[config.mk]
export PLATFORM = sky130hd
export DESIGN_NAME = sparse_expander_flat
export DESIGN_NICKNAME = d
export VERILOG_FILES = /design/src/rtl/sparse_expander_if.sv /design/src/rtl/sparse_expander.sv /design/src/flat_wrapper.sv
export SDC_FILE = /design/constraint.sdc
export NUM_CORES = 2
export LEC_CHECK = 0
export CELL_PAD_IN_SITES_DETAIL_PLACEMENT = 1
export CELL_PAD_IN_SITES_GLOBAL_PLACEMENT = 1
export CORE_MARGIN = 3
export CORE_UTILIZATION = 30
export DETAILED_ROUTE_END_ITERATION = 10
export PLACE_DENSITY = 0.67
export SLEW_MARGIN = 30
export SYNTH_ARGS = -nofsm -noshare
export SYNTH_HDL_FRONTEND = slang
export SYNTH_SLANG_ARGS = --single-unit
[constraint.sdc]
create_clock -name clk -period 8.35 [get_ports clk]
set_input_delay 1.67 -clock clk [delete_from_list [all_inputs] [get_ports clk]]
set_output_delay 1.67 -clock clk [all_outputs]
set_load 0.03 [all_outputs]
[src/rtl/sparse_expander_if.sv]
// Stream interface for sparse_expander: compacted pair beats in, dense vector out.
interface sparse_expander_if #(
  parameter int WIDTH      = 32,
  parameter int NUM_INPUTS = 32,
  parameter int LANES      = 4
);
  localparam int AW = $clog2(NUM_INPUTS);
  localparam int CW = $clog2(LANES) + 1;
  localparam int NW = AW + 1;

  logic             in_valid;
  logic             in_ready;
  logic [WIDTH-1:0] in_data  [LANES-1:0];
  logic [AW-1:0]    in_addr  [LANES-1:0];
  logic [CW-1:0]    in_count;
  logic             in_last;

  logic             out_valid;
  logic             out_ready;
  logic [WIDTH-1:0] out_matrix [NUM_INPUTS-1:0];
  logic [NW-1:0]    out_nnz;
  logic             out_dup;

  // Expander side: consumes pair beats, produces the dense vector.
  modport slave (
    input  in_valid, in_data, in_addr, in_count, in_last, out_ready,
    output in_ready, out_valid, out_matrix, out_nnz, out_dup
  );

  // Source/consumer side: offers pair beats, takes the dense vector.
  modport master (
    output in_valid, in_data, in_addr, in_count, in_last, out_ready,
    input  in_ready, out_valid, out_matrix, out_nnz, out_dup
  );
endinterface

[src/rtl/sparse_expander.sv]
// sparse_expander: scatters LANES-wide (data, index) beats into a zeroed
// dense buffer and presents it, with distinct-index count and duplicate flag,
// once the last beat has been taken.

// One dense buffer element. Scans lanes low to high so the highest matching
// lane wins; flags a duplicate when the slot was already occupied or a lower
// lane in the same beat already hit it.
module sparse_expander_slot #(
  parameter int WIDTH      = 32,
  parameter int NUM_INPUTS = 32,
  parameter int LANES      = 4,
  parameter int IDX        = 0
) (
  input  logic                          clk,
  input  logic                          rst,
  input  logic                          clr,
  input  logic [LANES-1:0]              lane_en,
  input  logic [$clog2(NUM_INPUTS)-1:0] lane_addr [LANES-1:0],
  input  logic [WIDTH-1:0]              lane_data [LANES-1:0],
  output logic [WIDTH-1:0]              q,
  output logic                          occ,
  output logic                          dup_hit
);
  localparam int AW = $clog2(NUM_INPUTS);

  logic             hit;
  logic [WIDTH-1:0] wdata;

  // Lane match: later (higher) lanes override earlier ones.
  always_comb begin
    hit     = 1'b0;
    dup_hit = 1'b0;
    wdata   = '0;
    for (int k = 0; k < LANES; k++) begin
      if (lane_en[k] && (lane_addr[k] == AW'(IDX))) begin
        if (hit || occ) dup_hit = 1'b1;
        hit   = 1'b1;
        wdata = lane_data[k];
      end
    end
  end

  // Element storage; cleared on reset and on output handshake.
  always_ff @(posedge clk) begin
    if (rst || clr) begin
      q   <= '0;
      occ <= 1'b0;
    end else if (hit) begin
      q   <= wdata;
      occ <= 1'b1;
    end
  end
endmodule

module sparse_expander #(
  parameter int WIDTH      = 32,
  parameter int NUM_INPUTS = 32,
  parameter int LANES      = 4
) (
  input  logic            clk,
  input  logic            rst,
  sparse_expander_if.slave io
);
  localparam int AW = $clog2(NUM_INPUTS);
  localparam int CW = $clog2(LANES) + 1;
  localparam int NW = AW + 1;

  typedef enum logic {FILL = 1'b0, DRAIN = 1'b1} state_t;

  state_t                state, state_nxt;
  logic                  in_ready_c;
  logic                  out_valid_c;
  logic                  accept;
  logic                  clr;
  logic [CW-1:0]         cnt_clamp;
  logic [LANES-1:0]      lane_en;
  logic [WIDTH-1:0]      buf_q [NUM_INPUTS-1:0];
  logic [NUM_INPUTS-1:0] occ;
  logic [NUM_INPUTS-1:0] dup_hit;
  logic                  dup_q;
  logic [NW-1:0]         nnz;

  // State register.
  always_ff @(posedge clk) begin
    if (rst) state <= FILL;
    else     state <= state_nxt;
  end

  // Next state: leave FILL on an accepted last beat, leave DRAIN on handshake.
  always_comb begin
    state_nxt = state;
    case (state)
      FILL:    if (accept && io.in_last) state_nxt = DRAIN;
      DRAIN:   if (clr)                  state_nxt = FILL;
      default: state_nxt = FILL;
    endcase
  end

  // Handshake outputs; both held low while reset is asserted.
  always_comb begin
    in_ready_c  = 1'b0;
    out_valid_c = 1'b0;
    case (state)
      FILL:    in_ready_c  = !rst;
      DRAIN:   out_valid_c = !rst;
      default: ;
    endcase
  end

  assign accept = io.in_valid && in_ready_c;
  assign clr    = out_valid_c && io.out_ready;

  // Oversized counts are clamped so only physical lanes participate.
  always_comb begin
    cnt_clamp = (io.in_count > CW'(LANES)) ? CW'(LANES) : io.in_count;
  end

  // Lanes beyond the count are masked out, address included.
  always_comb begin
    lane_en = '0;
    for (int k = 0; k < LANES; k++)
      lane_en[k] = accept && (CW'(k) < cnt_clamp);
  end

  for (genvar i = 0; i < NUM_INPUTS; i++) begin : g_slot
    sparse_expander_slot #(
      .WIDTH      (WIDTH),
      .NUM_INPUTS (NUM_INPUTS),
      .LANES      (LANES),
      .IDX        (i)
    ) u_slot (
      .clk       (clk),
      .rst       (rst),
      .clr       (clr),
      .lane_en   (lane_en),
      .lane_addr (io.in_addr),
      .lane_data (io.in_data),
      .q         (buf_q[i]),
      .occ       (occ[i]),
      .dup_hit   (dup_hit[i])
    );
  end

  // Sticky duplicate flag for the vector being assembled.
  always_ff @(posedge clk) begin
    if (rst || clr)   dup_q <= 1'b0;
    else if (|dup_hit) dup_q <= 1'b1;
  end

  // Distinct-index count from registered occupancy only.
  always_comb begin
    nnz = '0;
    for (int i = 0; i < NUM_INPUTS; i++)
      nnz = nnz + NW'(occ[i]);
  end

  // Output drive; forced to zero while reset is asserted.
  always_comb begin
    for (int i = 0; i < NUM_INPUTS; i++)
      io.out_matrix[i] = rst ? '0 : buf_q[i];
    io.out_nnz   = rst ? '0 : nnz;
    io.out_dup   = !rst && dup_q;
    io.out_valid = out_valid_c;
    io.in_ready  = in_ready_c;
  end
endmodule

[src/flat_wrapper.sv]
// flat-port wrapper written by rule: the top's interface ports become plain ports
module sparse_expander_flat 
#(
  parameter int WIDTH      = 32,
  parameter int NUM_INPUTS = 32,
  parameter int LANES      = 4
)
  (clk, rst, io_in_valid, io_in_data, io_in_addr, io_in_count, io_in_last, io_out_ready, io_in_ready, io_out_valid, io_out_matrix, io_out_nnz, io_out_dup);
  sparse_expander_if #(.WIDTH(WIDTH), .NUM_INPUTS(NUM_INPUTS), .LANES(LANES)) io_i ();
  input  logic clk;
  input  logic rst;
  input wire logic [$bits(io_i.in_valid)-1:0] io_in_valid;
  input wire logic [$bits(io_i.in_data)-1:0] io_in_data;
  input wire logic [$bits(io_i.in_addr)-1:0] io_in_addr;
  input wire logic [$bits(io_i.in_count)-1:0] io_in_count;
  input wire logic [$bits(io_i.in_last)-1:0] io_in_last;
  input wire logic [$bits(io_i.out_ready)-1:0] io_out_ready;
  output wire logic [$bits(io_i.in_ready)-1:0] io_in_ready;
  output wire logic [$bits(io_i.out_valid)-1:0] io_out_valid;
  output wire logic [$bits(io_i.out_matrix)-1:0] io_out_matrix;
  output wire logic [$bits(io_i.out_nnz)-1:0] io_out_nnz;
  output wire logic [$bits(io_i.out_dup)-1:0] io_out_dup;
  assign io_i.in_valid = io_in_valid;
  assign io_i.in_data = {>>{io_in_data}};
  assign io_i.in_addr = {>>{io_in_addr}};
  assign io_i.in_count = io_in_count;
  assign io_i.in_last = io_in_last;
  assign io_i.out_ready = io_out_ready;
  assign io_in_ready = io_i.in_ready;
  assign io_out_valid = io_i.out_valid;
  assign io_out_matrix = {>>{io_i.out_matrix}};
  assign io_out_nnz = io_i.out_nnz;
  assign io_out_dup = io_i.out_dup;
  sparse_expander #(.WIDTH(WIDTH), .NUM_INPUTS(NUM_INPUTS), .LANES(LANES)) u_core (.clk(clk), .rst(rst), .io(io_i));
endmodule
## Word level (Yosys, flattened, before mapping)

Cells that the tools add are included.

- Flip-flop bits (word level): 1058
- Output and inout port bits: 1033

- Add/sub/neg operators: 31
- Order comparisons: 5
- Equal/unequal tests: 124
- Muxes and demuxes: 551
- Bitwise gates (word level): 1
- Reductions and logical operators: 239

Operators by type and width:

| operator | number |
|---|---|
| 32-bit 2-to-1 mux | 160 |
| 1-bit 2-to-1 mux | 388 |
| 5-bit == test, second input constant | 64 |
| 6-bit by 1-bit adder with 6-bit output | 30 |
| 5-bit by 4-bit == test with 1-bit output, second input constant | 32 |
| 1-bit logical AND | 136 |
| 1-bit logical OR | 97 |
| 5-bit by 3-bit == test with 1-bit output, second input constant | 16 |
| 5-bit by 2-bit == test with 1-bit output, second input constant | 8 |
| 32-bit OR reduction | 1 |
| 5-bit by 1-bit == test with 1-bit output, second input constant | 4 |
| 5-bit zero test | 4 |
| 1-bit by 3-bit < comparator with 1-bit output, first input constant | 2 |
| 2-bit by 3-bit < comparator with 1-bit output, first input constant | 2 |
| 6-bit 2-to-1 mux | 1 |
| 3-bit greater-than comparator, second input constant | 1 |
| 3-bit 2-to-1 mux | 1 |
| 1-bit by 1-bit adder with 2-bit output | 1 |
| 1-bit case mux with 2 select lines | 1 |
| 1-bit zero test | 1 |
| 1-bit NOT | 1 |

## Logic depth before layout (Yosys ltp)

- Depth after elaboration: 32
- Mapped depth: 17
- Mapped depth without buffers: 17

## Modules after synthesis

Synthesis repeated with hierarchy kept, for this count alone.

- Cell total of the unflattened synthesis: 10379
- Area, all modules: 82713.1 um^2

By module, submodules not included:

| module | times used | cells an instance | area each (um^2) | sequential area each (um^2) |
|---|---|---|---|---|
| sparse_expander_slot at u_core.g_slot[10].u_slot ... | 4 | 279 | 2386.0 | 660.6 |
| sparse_expander_slot at u_core.g_slot[21].u_slot ... | 4 | 275 | 2104.5 | 660.6 |
| sparse_expander | 1 | 1257 | 8323.0 | 40.0 |
| sparse_expander_slot at u_core.g_slot[11].u_slot ... | 2 | 312 | 2683.8 | 660.6 |
| sparse_expander_slot at u_core.g_slot[20].u_slot ... | 2 | 313 | 2640.0 | 660.6 |
| sparse_expander_slot at u_core.g_slot[13].u_slot ... | 2 | 275 | 2447.3 | 660.6 |
| sparse_expander_slot at u_core.g_slot[17].u_slot ... | 2 | 275 | 2422.3 | 660.6 |
| sparse_expander_slot at u_core.g_slot[1].u_slot ... | 2 | 277 | 2412.3 | 660.6 |
| sparse_expander_slot at u_core.g_slot[4].u_slot ... | 2 | 305 | 2247.2 | 660.6 |
| sparse_expander_slot at u_core.g_slot[23].u_slot ... | 2 | 278 | 2168.3 | 660.6 |
| sparse_expander_slot at u_core.g_slot[29].u_slot ... | 2 | 275 | 2158.3 | 660.6 |
| sparse_expander_slot at u_core.g_slot[28].u_slot | 1 | 313 | 2471.1 | 660.6 |
| sparse_expander_slot at u_core.g_slot[16].u_slot | 1 | 308 | 2422.3 | 660.6 |
| sparse_expander_slot at u_core.g_slot[0].u_slot | 1 | 277 | 2403.6 | 660.6 |
| 5 more rows | n/a | n/a | n/a | n/a |

## Worst setup path before layout

No wires, ideal clock.

- Path kind: register to output
- From: reg u_core.g_slot[1].u_slot.occ
- To: out io_out_nnz[4]
- Arrival: 4993 ps
- Path slack: 1687 ps
- Cell stages (with the launch flop): 16
- Cell sequence: dfxtp_1 -> ha_1 -> inv_1 -> fa_1 -> fa_1 -> fa_1 -> fa_1 -> fa_1 -> fa_1 -> fa_1 -> fa_1 -> inv_1 -> a21o_1 -> a21oi_1 -> xor2_1 -> nor2_1

- Word-level cells in the longest chain between the ends: 32

Ends and longest elaborated chain:

| item | RTL line | source |
|---|---|---|
| from (decl) | sparse_expander.sv:21 | `output logic occ,` |
| from (signal assigned) | sparse_expander.sv:47 | `occ <= 1'b0;` |
| from (signal assigned) | sparse_expander.sv:50 | `occ <= 1'b1;` |
| 1-bit by 1-bit adder with 2-bit output | sparse_expander.sv:154 | `nnz = nnz + NW'(occ[i]);` |
| 6-bit by 1-bit adder with 6-bit output (30 in series) | sparse_expander.sv:154 |  |
| 6-bit 2-to-1 mux | sparse_expander.sv:161 | `io.out_nnz = rst ? '0 : nnz;` |
| to (decl) | flat_wrapper.sv:21 | `output wire logic [$bits(io_i.out_nnz)-1:0] io_out_nnz;` |

Every way passes these cells.

## Worst setup path after layout

- From: reg u_core.g_slot[7].u_slot.occ
- To: out io_out_nnz[2]

- Word-level cells in the longest chain between the ends: 26

Ends and longest elaborated chain:

| item | RTL line |
|---|---|
| from (decl) | sparse_expander.sv:21 |
| from (signal assigned) | sparse_expander.sv:47 |
| from (signal assigned) | sparse_expander.sv:50 |
| 6-bit by 1-bit adder with 6-bit output (25 in series) | sparse_expander.sv:154 |
| 6-bit 2-to-1 mux | sparse_expander.sv:161 |

Every way passes these cells.

==> impl_metrics.py <==
metrics = {
    "global_routing": {
        "antenna_found_initial": 76,
        "grt-ovfl-total": 0,
        "grt_max_degree": 189,
        "use_met2_pct": 60.2,
        "grt_pass1_wl_mm": 747,
        "use_met3_pct": 12.2,
        "grtUsageTotal_pct": 41.8,
        "grt_use_met1_pct": 52.3,
        "top_usage_layer": "met2",
        "grt_pass1_vias": 90300,
    },
    "setup_path": {
        "cp_top_family": "adder cells",
        "reg2reg_from": "u_core.state$_SDFF_PP0_",
        "path_max_fanout": 4,
        "crit_path_frequent_cell": "fa_1",
        "cpMaxStageDelayCell": "clkdlybuf4s50_1",
        "startpoint_type": "flop",
        "worst-path-buf-inv": 4,
        "critPathKind": "reg -> out",
        "end_kind": "primary output",
        "required_ps": 6680,
        "slowest_delay_ps": 620,
        "crit_chain": "inv_1 > fa_1 > fa_1 > inv_1 > fa_1 > inv_1 > fa_1 > fa_1 > fa_1 > fa_1 > fa_1 > xor2_1 > nor2_1 > clkdlybuf4s50_1",
        "arrival_ps": 6490,
        "crit_start": "u_core.g_slot[7].u_slot.occ$_SDFFE_PP0P_",
    },
    "timing": {
        "worst_pin_slew_ps": 1160,
        "worst_slack_ps": 194,
        "setup_viol": 0,
        "min_period_over_period_pct": 97.7,
        "slew_headroom_pct": 22.7,
        "maxSlewViolCount": 0,
        "timing.hold.ws_ps": 450,
        "fin_skew_ps": 25.3,
        "setup_tns_ps": 0,
        "fmax_ghz": 0.123,
        "fin_crit_ps": 8160,
        "rsz0062_at_grt": "no",
        "final_hold_viol_count": 0,
    },
    "power": {
        "switchingPower_mw": 4.35,
        "clkPwrFrac_pct": 47.9,
        "irDropWorstVdd_uv": 209,
        "leakage_nw": 30.8,
        "seq_power_share_pct": 38.3,
        "pwr-share-comb_pct": 13.8,
        "powerDensity_nw_per_um2": 147,
        "p_int_mw": 9.16,
        "power.total_mw": 13.5,
        "swShare_pct": 32.2,
    },
    "yosys": {
        "synthArstFlopShare_pct": 0,
        "syn_nets": 10600,
        "syn-mean-instance-area_um2": 7.07,
        "synthFlopType": "dfxtp_1",
        "synth_cells": 10400,
        "synth_warnings": 0,
        "ys_types": 79,
        "synth-edff-count": 0,
        "seq_area_frac_synth_pct": 28.8,
        "syn-cell-area_um2": 73500,
        "synth-seq-cells": 1058,
    },
    "cts": {
        "clk-insertion-delay-late_ps": 850,
        "cts_root_buffer": "clkbuf_16",
        "cts_tree": "built",
        "htree_levels": 4,
        "cts_buffer_depth": 3,
        "cts_setup_buffers": 0,
        "holdBufCountCts": 0,
        "numClockSinks": 1058,
        "cts_buffers": 143,
        "path_clk_slew_ps": 60,
    },
    "route": {
        "vias": 93000,
        "vias_per_cell": 6.64,
        "first_pass_iters": 7,
        "drt-initial-drc-count": 13100,
        "routed_wl_mm": 554,
        "wl_per_cell_um": 39.5,
        "antenna_left": 0,
        "drc": 0,
    },
    "finish": {
        "fin_util_pct": 37.9,
        "final_nets": 10800,
        "drive_above_1_share_pct": 8.27,
        "fin_cells": 14000,
        "syn_to_final_growth_pct": 25.5,
        "nFillCells": 29200,
        "final_area_um2": 92200,
    },
    "place": {
        "preCtsSetupSlack_ps": 883,
        "placed_cells": 13700,
        "place_area_um2": 87200,
        "dp_hpwl_mm": 343,
        "port_buffers": 1188,
        "gp_congestion": 0.981,
    },
    "floorplanning": {
        "rows": 181,
        "die_y_um": 501,
        "initial_utilization_pct": 30.2,
        "core_um2": 243000,
        "io_pins": 1189,
        "dieWidth_um": 501,
        "die_area_um2": 251000,
    },
    "min_path": {
        "min-delay-start": "u_core.g_slot[14].u_slot.q[16]$_SDFFE_PP0P_",
        "hp-class": "reg -> reg",
    },
    "outcome": {
        "status": "complete, no violations",
    },
    "run": {
        "maxCapViolations": 0,
    },
}
## worst paths after layout
check / to / slack (ps) / depth (start not counted)
max reg2reg: u_core.dup_q$_SDFFE_PP0P_ / 3490 / 11
min: u_core.g_slot[14].u_slot.q[16]$_SDFFE_PP0P_ / 450 / 2
min reg2reg: u_core.g_slot[14].u_slot.q[16]$_SDFFE_PP0P_ / 450 / 2
max: io_out_nnz[2] / 190 / 14
## cells in the mapped netlist, types with 82 or more instances
cell / instances / area share [%]
buf_2: 116 / 0.79
o211ai_1: 103 / 1.1
a21oi_1: 1023 / 7.0
nand2_1: 1087 / 5.6
nor2_1: 1516 / 7.7
a22o_1: 82 / 0.98
mux2i_1: 551 / 7.5
a211oi_1: 904 / 9.2
o21ai_0: 229 / 1.6
nor2b_1: 1036 / 8.8
dfxtp_1: 1058 / 29
nor3_1: 123 / 0.84
a22oi_1: 329 / 3.4
clkbuf_1: 1220 / 6.2
o22ai_1: 198 / 1.7
a311oi_1: 115 / 1.4
## what timing repair did
| action | CTS | global route |
|---|---|---|
| resized for setup | 1 | 1 |
| setup endpoints to repair | 1 | 1 |
| gates cloned | 0 | 0 |
| hold endpoints to repair | 0 | 0 |
## routing by layer
layer	vias up	part of all wire (%)
met4	48	8.7
met2	7492	41
met1	46000	38
met5	-	0.062
li1	37300	-
met3	2206	12
## worst min-delay path, stage by stage, from the launching register on
cell and delay (ps):
dfxtp_1 300, nand2_1 50, a21oi_1 50
## logic make-up (layout without fill, tap and decap cells)
logic type,after synthesis,in the layout,synth area share [%]
other,0,40,0
adder cells (fa/ha/maj),48,48,1.01
buffers and inverters,1438,1818,7.62
AND/OR/NAND/NOR,4022,4022,25.4
flip-flops,1058,1058,28.8
multiplexers,558,558,7.61
AO/OA/AOI/OAI,3261,3261,29.5
XOR/XNOR,4,4,0.0477
## registers in the layout, summed over array words and instances (netlist names)
| register | flops |
|---|---|
| u_core.g_slot.u_slot.q | 1024 |
| u_core.state | 1 |
| u_core.dup_q | 1 |
| u_core.g_slot.u_slot.occ | 32 |
## layout make-up
cell class              count  area, um^2  area share (%)
multi-input cells        7893       47900            52.0
diodes                     40         100           0.109
repair buffers           1509       14200            15.4
well taps                3202        4010            4.34
clock inverters            45         526           0.570
inverters                  54         203           0.220
flip-flops and latches   1058       21200            23.0
clock buffers             210        4120            4.47
## power groups by stage
| stage | logic (mW) | clock network (mW) | registers, mW |
|---|---|---|---|
| 2_1_floorplan | 0.853 | 0 | 5.24 |
| 3_5_place_dp | 1.75 | 0 | 5.28 |
| 3_3_place_gp | 1.71 | 0 | 5.27 |
| 4_1_cts | 1.76 | 6.46 | 5.17 |
| 5_1_grt | 1.86 | 6.68 | 5.17 |
| 6_report | 1.87 | 6.47 | 5.17 |
## cell usage in the layout, fill, tap and decap left out, types with 198 or more instances in the layout
master / netlist / layout
a22oi_1: 329 / 329
a211oi_1: 904 / 903
mux2i_1: 551 / 551
clkdlybuf4s50_1: 0 / 1057
buf_4: 8 / 335
o21ai_0: 229 / 229
o22ai_1: 198 / 198
a21oi_1: 1023 / 1023
nor2_1: 1516 / 1478
dfxtp_1: 1058 / 1058
nor2b_1: 1036 / 1034
nand2_1: 1087 / 1046
Power figures use the tool's default switching activity.
